--- config.mk ---
export PLATFORM = sky130hd
export DESIGN_NAME = prog_mem_loader_flat
export DESIGN_NICKNAME = d
export VERILOG_FILES = /design/src/rtl/prog_mem_loader_pkg.sv /design/src/rtl/prog_mem_loader_if.sv /design/src/rtl/prog_mem_loader_csum.sv /design/src/rtl/prog_mem_loader.sv /design/src/flat_wrapper.sv
export SDC_FILE = /design/constraint.sdc
export NUM_CORES = 1
export LEC_CHECK = 0
export ABC_AREA = 1
export BUFFER_PORTS_ARGS = -buffer_cell sky130_fd_sc_hd__buf_2
export CORE_ASPECT_RATIO = 1.4
export CORE_MARGIN = 3
export CORE_UTILIZATION = 25
export CTS_BUF_LIST = sky130_fd_sc_hd__clkbuf_2 sky130_fd_sc_hd__clkbuf_4 sky130_fd_sc_hd__clkbuf_8
export DETAILED_ROUTE_END_ITERATION = 8
export SYNTH_ARGS = -nofsm -noshare
export SYNTH_HDL_FRONTEND = slang
export SYNTH_SLANG_ARGS = --single-unit
--- constraint.sdc ---
create_clock -name clk -period 2.3 [get_ports clk]
set_clock_uncertainty 0.05 [all_clocks]
set_input_delay 0.345 -clock clk [delete_from_list [all_inputs] [get_ports clk]]
set_output_delay 0.345 -clock clk [all_outputs]
set_load 0.02 [all_outputs]
--- src/rtl/prog_mem_loader_pkg.sv ---
// rtl/prog_mem_loader_pkg.sv - shared widths, framing constants and loader state encodings
package prog_mem_loader_pkg;

  localparam int PM_ADDR_W      = 8;
  localparam int PM_WORD_W      = 16;
  localparam int BYTES_PER_WORD = 2;
  localparam int CHK_MODULUS    = 256;

  typedef logic [2:0] state_t;

  localparam state_t ST_WAIT_LEN = 3'd0;
  localparam state_t ST_RX_HI    = 3'd1;
  localparam state_t ST_RX_LO    = 3'd2;
  localparam state_t ST_WRITE    = 3'd3;
  localparam state_t ST_RX_CHK   = 3'd4;
  localparam state_t ST_DONE     = 3'd5;
  localparam state_t ST_ERROR    = 3'd6;

endpackage

--- src/rtl/prog_mem_loader_if.sv ---
// rtl/prog_mem_loader_if.sv - byte-stream input and program-memory write port of the loader
interface prog_mem_loader_if
  import prog_mem_loader_pkg::*;
#(
  parameter int ADDR_W = PM_ADDR_W,
  parameter int WORD_W = PM_WORD_W
);

  logic              in_valid;
  logic [7:0]        in_data;
  logic              in_ready;
  logic              pm_we;
  logic [ADDR_W-1:0] pm_addr;
  logic [WORD_W-1:0] pm_wdata;

  modport master (
    output in_valid, in_data,
    input  in_ready, pm_we, pm_addr, pm_wdata
  );

  modport slave (
    input  in_valid, in_data,
    output in_ready, pm_we, pm_addr, pm_wdata
  );

endinterface

--- src/rtl/prog_mem_loader_csum.sv ---
// rtl/prog_mem_loader_csum.sv - 8-bit running checksum; used only with PROG_MEM_LOADER_CHECKSUM_EN
module prog_mem_loader_csum (
  input  logic       clk,
  input  logic       rst_n,
  input  logic       i_clr,
  input  logic       i_add,
  input  logic [7:0] i_byte,
  output logic       o_sum_zero
);

  logic [7:0] r_acc;
  logic [7:0] w_sum;

  // The 8-bit adder wraps, which is exactly the mod-256 frame rule.
  assign w_sum      = r_acc + i_byte;
  assign o_sum_zero = (w_sum == 8'd0);

  always_ff @(posedge clk or negedge rst_n) begin
    if (!rst_n) begin
      r_acc <= 8'd0;
    end else if (i_clr) begin
      r_acc <= 8'd0;
    end else if (i_add) begin
      r_acc <= w_sum;
    end
  end

endmodule

--- src/rtl/prog_mem_loader.sv ---
// rtl/prog_mem_loader.sv - byte-stream program-memory loader; checksum option PROG_MEM_LOADER_CHECKSUM_EN
module prog_mem_loader
  import prog_mem_loader_pkg::*;
#(
  parameter int ADDR_W = PM_ADDR_W,
  parameter int WORD_W = PM_WORD_W
) (
  input  logic              clk,
  input  logic              rst_n,
  prog_mem_loader_if.slave  bus,
  input  logic              restart,
  output logic              core_hold,
  output logic              done,
  output logic              err,
  output logic [ADDR_W:0]   word_count
);

  localparam int WC_W = ADDR_W + 1;

  state_t            r_state;
  logic [7:0]        r_len;
  logic [7:0]        r_hi;
  logic [ADDR_W-1:0] r_pm_addr;
  logic [WORD_W-1:0] r_pm_wdata;
  logic [WC_W-1:0]   r_word_count;

  logic              w_xfer;
  logic [WC_W-1:0]   w_wc_next;
  logic [WC_W-1:0]   w_len_words;

  assign bus.in_ready = (r_state == ST_WAIT_LEN) || (r_state == ST_RX_HI) ||
                        (r_state == ST_RX_LO)    || (r_state == ST_RX_CHK);
  assign w_xfer       = bus.in_valid && bus.in_ready;
  assign w_wc_next    = r_word_count + 1'b1;
  // LEN=0 encodes a full memory image.
  assign w_len_words  = (r_len == 8'd0) ? WC_W'(1 << ADDR_W) : WC_W'(r_len);

  assign bus.pm_we    = (r_state == ST_WRITE);
  assign bus.pm_addr  = r_pm_addr;
  assign bus.pm_wdata = r_pm_wdata;
  assign word_count   = r_word_count;
  assign done         = (r_state == ST_DONE);
  assign core_hold    = (r_state != ST_DONE);

`ifdef PROG_MEM_LOADER_CHECKSUM_EN
  logic w_sum_zero;

  prog_mem_loader_csum u_csum (
    .clk        (clk),
    .rst_n      (rst_n),
    .i_clr      (w_xfer && (r_state == ST_WAIT_LEN)),
    .i_add      (w_xfer && ((r_state == ST_RX_HI) || (r_state == ST_RX_LO))),
    .i_byte     (bus.in_data),
    .o_sum_zero (w_sum_zero)
  );

  assign err = (r_state == ST_ERROR);
`else
  assign err = 1'b0;
`endif

  always_ff @(posedge clk or negedge rst_n) begin
    if (!rst_n) begin
      r_state      <= ST_WAIT_LEN;
      r_len        <= 8'd0;
      r_hi         <= 8'd0;
      r_pm_addr    <= '0;
      r_pm_wdata   <= '0;
      r_word_count <= '0;
    end else begin
      case (r_state)
        ST_WAIT_LEN: if (w_xfer) begin
          r_len        <= bus.in_data;
          r_pm_addr    <= '0;
          r_word_count <= '0;
          r_state      <= ST_RX_HI;
        end
        ST_RX_HI: if (w_xfer) begin
          r_hi    <= bus.in_data;
          r_state <= ST_RX_LO;
        end
        ST_RX_LO: if (w_xfer) begin
          r_pm_wdata <= {r_hi, bus.in_data};
          r_state    <= ST_WRITE;
        end
        ST_WRITE: begin
          r_word_count <= w_wc_next;
          // The address stays on the last word written once the frame is complete.
          if (w_wc_next == w_len_words) begin
`ifdef PROG_MEM_LOADER_CHECKSUM_EN
            r_state <= ST_RX_CHK;
`else
            r_state <= ST_DONE;
`endif
          end else begin
            r_pm_addr <= r_pm_addr + 1'b1;
            r_state   <= ST_RX_HI;
          end
        end
`ifdef PROG_MEM_LOADER_CHECKSUM_EN
        ST_RX_CHK: if (w_xfer) begin
          r_state <= w_sum_zero ? ST_DONE : ST_ERROR;
        end
`endif
        ST_DONE, ST_ERROR: if (restart) begin
          r_state <= ST_WAIT_LEN;
        end
        default: r_state <= ST_WAIT_LEN;
      endcase
    end
  end

endmodule
--- src/flat_wrapper.sv ---
// flat-port wrapper written by rule: the top's interface ports become plain ports
module prog_mem_loader_flat import prog_mem_loader_pkg::*;
#(
  parameter int ADDR_W = PM_ADDR_W,
  parameter int WORD_W = PM_WORD_W
)
  (clk, rst_n, restart, core_hold, done, err, word_count, bus_in_valid, bus_in_data, bus_in_ready, bus_pm_we, bus_pm_addr, bus_pm_wdata);
  prog_mem_loader_if #(.ADDR_W(ADDR_W), .WORD_W(WORD_W)) bus_i ();
  input  logic clk;
  input  logic rst_n;
  input  logic restart;
  output logic core_hold;
  output logic done;
  output logic err;
  output logic [ADDR_W:0] word_count;
  input wire logic [$bits(bus_i.in_valid)-1:0] bus_in_valid;
  input wire logic [$bits(bus_i.in_data)-1:0] bus_in_data;
  output wire logic [$bits(bus_i.in_ready)-1:0] bus_in_ready;
  output wire logic [$bits(bus_i.pm_we)-1:0] bus_pm_we;
  output wire logic [$bits(bus_i.pm_addr)-1:0] bus_pm_addr;
  output wire logic [$bits(bus_i.pm_wdata)-1:0] bus_pm_wdata;
  assign bus_i.in_valid = bus_in_valid;
  assign bus_i.in_data = bus_in_data;
  assign bus_in_ready = bus_i.in_ready;
  assign bus_pm_we = bus_i.pm_we;
  assign bus_pm_addr = bus_i.pm_addr;
  assign bus_pm_wdata = bus_i.pm_wdata;
  prog_mem_loader #(.ADDR_W(ADDR_W), .WORD_W(WORD_W)) u_core (.clk(clk), .rst_n(rst_n), .bus(bus_i), .restart(restart), .core_hold(core_hold), .done(done), .err(err), .word_count(word_count));
endmodule
# == Word-level counts from Yosys, hierarchy flattened ==
# Index checks and enable logic that the tools add are counted.
# word_totals
register_bits,52
latchBits,0
mem_bits_rw,0
romBits,0
in_bits,12
output_inout_bits,38
wordCells,47
n_memories,0
# classes
addsub,2
multipliers,0
n_div,0
magnitude_cmp,0
eq_ne,13
shifts,0
mux,12
bitwise,0
n_reduce_logical,14
# op_table
operator,n
$mux W9,2
$pmux W9 S2,1
$mux W8,2
$pmux W8 S2,1
$mux W3,5
$pmux W3 S5,1
$add A9 B1 Y9 const B,1
$eq A3 B3 Y1 const B,3
$eq A9 B9 Y1,1
$add A8 B1 Y8 const B,1
$logic_not A8 Y1,1
$reduce_and A2 Y1,4
$eq A3 B2 Y1 const B,2
$ne A2 B1 Y1 const B,3
$ne A2 B2 Y1 const B,2
$reduce_and A4 Y1,1
$eq A3 B1 Y1 const B,1
$logic_not A3 Y1,1
$logic_or A1 B1 Y1,3
$ne A3 B3 Y1 const B,1
$reduce_and A3 Y1,1
$reduce_bool A2 Y1,1
$reduce_or A2 Y1,1
$logic_and A1 B1 Y1,1

# == Longest topological paths before layout ==
# depth
ltp_word,7
mapped_depth,13
ltp_nobuf,13

# == Worst setup path before layout ==
# OpenSTA, ideal clock, no wires.
# synth_timing
kind,reg2reg
from,reg u_core.r_word_count[1] (netlist: u_core.word_count[1])
to,reg u_core.r_pm_addr[2] (netlist: u_core.bus.pm_addr[2])
setup_time_ns,0.067
t_arrival_ns,1.647
required_time_ns,2.183
path_slack_ns,0.537
path_stages_with_launch,12
path_buffers,0
synth_period_minus_slack_ns,1.763
cell_sequence,dfrtp_1 -> ha_1 -> nand3_2 -> nor2_2 -> nand2_1 -> nand3_1 -> nand3_1 -> nor2_2 -> nand3_4 -> nand2_4 -> nand2_1 -> nand2_1
# synth_between
elab_chain_cells,4
# synth_rtl
element,line,text
start: declaration,prog_mem_loader.sv:25,logic [WC_W-1:0] r_word_count;
start signal: assignment,prog_mem_loader.sv:87,r_word_count <= w_wc_next;
$add A9 B1 Y9,prog_mem_loader.sv:34,assign w_wc_next = r_word_count + 1'b1;
$eq A9 B9 Y1,prog_mem_loader.sv:89,if (w_wc_next == w_len_words) begin
$ne A2 B2 Y1 (no line),-,
$reduce_and A3 Y1 (no line),-,
end signal: assignment,prog_mem_loader.sv:96,r_pm_addr <= r_pm_addr + 1'b1;
end: declaration,prog_mem_loader.sv:23,logic [ADDR_W-1:0] r_pm_addr;
# No other way between the ends.
# A chain may end at the register's enable or synchronous reset.

# == Worst setup path in the final report ==
# layout_timing
from,reg u_core.r_word_count[0] (netlist: u_core.word_count[0])
to,reg u_core.r_pm_addr[1] (netlist: u_core.bus.pm_addr[1])
# The elaborated chain is that of the path after synthesis.

==> metrics.txt <==
antenna violations before repair 0; Final TNS setup 0 ns; Vias 2091; Startpoint Class flop; layout cells sized above 1 22.6%; CP required 2.51 ns; part of the power in the clock network 13.7%; Root Driver clkbuf_8; fin. max-slew vios 0; count of different cell masters after synthesis 25; critical-path maximum fanout 10; crit path DAT 2.15 ns; Mapped Cells 302; vias in the first global route 2264; Cell Area, Synth 2510 sq um; fin cells 490; largest net degree at the start of global routing 37; Die X 90.8 um; Worst slew margin 47.5%; clock transition at the registers of the reported paths 0.11 ns; # DRC 0; drt pass-1 iters 4; routability cong. 0.850; hpwl dp 4.59 mm; Int Pwr 2.21 mW; Max VDD drop 508 uV; WL final 5.91 mm; Die ar. 11300 sq um; status complete, no violations; Static Leak 1.59 nW; Final Critical Period 1.95 ns; FP Rows 42; WL per Instance 12.1 um; I/O pins 50; P per Cell Area 1340 nW/um^2; first-pass GRT wire length 10.4 mm; H-tree Lvls 2; P&R area growth vs syn 20.7%; #FFs+latches synth 52; Synthesized Nets 316; Yosys warnings 0; # Max-Cap Violations 0; die height 125 um; fmax 514 MHz; post-route ant nets 0; total grt overflow 0; Vias/cell 4.27; clk buf depth 2; drt initial violations 89; Setup Crit Path Kind reg -> reg; final setup vio count 0; Reg power frac 40.8%; RSZ-0062 raised after global routing false; hold buffers post-CTS 0; TritonCTS clock tree done; Setup crit end kind flop; number of inserted diodes 0; Post-CTS Setup Inserts 0; port bufs 48; clk sinks 52; Fin. Hold Viols 0; register area share after synthesis 51.7%; HP Class in -> async; Core Region 9620 sq um; DP Cell Count 482; CTS Buf Count 5; Sw Ratio 45.9%; All-Layer GR Usage 11.1%; Initial Util 26.2%; Slew @ Worst Pin 0.787 ns; Skew-Pair Late Insertion Delay 0.31 ns; Psw 1.87 mW; period utilisation layout 84.7%; Post-Syn Area per Cell 8.33 sq um; # nets final 371; Comb pwr share 45.5%; post_cts resized 0
## cell families (layout without fill, tap and decap cells)
family	after synthesis	count (layout)	share of synthesized area, %
XOR/XNOR	7	7	2.44
other	1	1	0.149
flip-flops	52	52	51.7
multiplexers	8	8	3.58
AND/OR/NAND/NOR	142	142	24.9
buffers and inverters	48	104	7.36
AO/OA/AOI/OAI	42	42	8.86
adder cells (fa/ha/maj)	2	2	0.995
## metal layers
| layer | vias up | part of all wire (%) | global-route usage [%] |
|---|---|---|---|
| li1 | 1063 | - | - |
| met1 | 974 | 42 | 12.3 |
| met2 | 45 | 52 | 20.7 |
| met3 | 9 | 4.0 | 2.36 |
| met4 | 0 | 1.4 | 3.79 |
| met5 | - | 0 | 0 |
## synthesized netlist by cell type (all sizes together)
library cell,number,area [sq um]
nand3,26,148
inv,41,154
a21oi,2,10.0
nor2,18,80.1
buf,2,12.5
xnor2,1,8.76
nand2,92,355
nand3b,4,30.0
dfrtp,52,1300
ha,2,25.0
o21bai,1,7.51
o21ai,34,174
mux2,8,90.1
clkbuf,5,18.8
o22ai,5,31.3
conb,1,3.75
nand4,2,12.5
xor2,6,52.6
## through the flow
step	instance area (sq um)	total power, mW	setup WS (ns)	hold WS [ns]	utilization, %
floorplan	2510	2.91	0.537	-0.000591	-
global placement	2940	3.53	0.453	0.413	30.6
detailed placement	2940	3.58	0.375	0.423	30.6
CTS	3040	4.15	0.350	0.0775	31.6
global route	3040	4.47	0.190	0.0979	31.6
finish	3040	4.08	0.353	0.0532	31.6
## worst paths after layout
path                                         from  cells past startpoint                      to  slack [ns]
hold / removal                              rst_n                      1   u_core.bus.pm_addr[7]        0.05
min in group clk                     bus_in_valid                      3       u_core.r_state[2]        0.25
setup reg to reg             u_core.word_count[0]                     10   u_core.bus.pm_addr[1]        0.35
max in group asynchronous                   rst_n                      2       u_core.r_state[1]        1.49
setup / recovery             u_core.word_count[0]                     10   u_core.bus.pm_addr[1]        0.35
hold reg to reg            u_core.bus.pm_wdata[7]                      2  u_core.bus.pm_wdata[7]        0.44
## cell type report
class | count | area, sq um
Clock buffer | 5 | 68.8
Clock inverter | 3 | 26.3
Fill cell | 1023 | 6580
Inverter | 41 | 154
Multi-Input combinational cell | 202 | 1030
Sequential cell | 52 | 1300
Tap cell | 132 | 165
Timing Repair Buffer | 55 | 293
## flip-flops by register name, indices dropped and copies added, names as in the netlist
name / flops
u_core.word_count: 9
u_core.r_len: 8
u_core.bus.pm_wdata: 16
u_core.r_hi: 8
u_core.bus.pm_addr: 8
u_core.r_state: 3
## critical path: stages (launching register included)
cell	delay, ns
dfrtp_1	0.46
ha_1	0.35
xnor2_1	0.15
nand3_1	0.11
nor2_1	0.12
nand3_1	0.11
nor2_2	0.14
nand3_4	0.15
nand2_4	0.14
nand2_1	0.06
nand2_1	0.06
## power groups by stage
stage / clock network, mW / logic (mW) / registers (mW)
floorplan: 0 / 0.991 / 1.92
global placement: 0 / 1.86 / 1.68
detailed placement: 0 / 1.89 / 1.69
CTS: 0.578 / 1.90 / 1.67
global route: 0.618 / 2.12 / 1.74
finish: 0.558 / 1.86 / 1.67
## cell usage in the layout, fill, tap and decap left out, drive strengths merged
| cell | instances |
|---|---|
| mux2 | 8 |
| xnor2 | 1 |
| clkbuf | 5 |
| inv | 43 |
| o21bai | 1 |
| nand3b | 4 |
| nor2 | 18 |
| xor2 | 6 |
| clkinv | 1 |
| o21ai | 34 |
| dfrtp | 52 |
| ha | 2 |
| conb | 1 |
| nand2 | 92 |
| nand4 | 2 |
| nand3 | 26 |
| o22ai | 5 |
| a21oi | 2 |
| buf | 55 |
No activity file was read; power rests on OpenSTA's default activity.
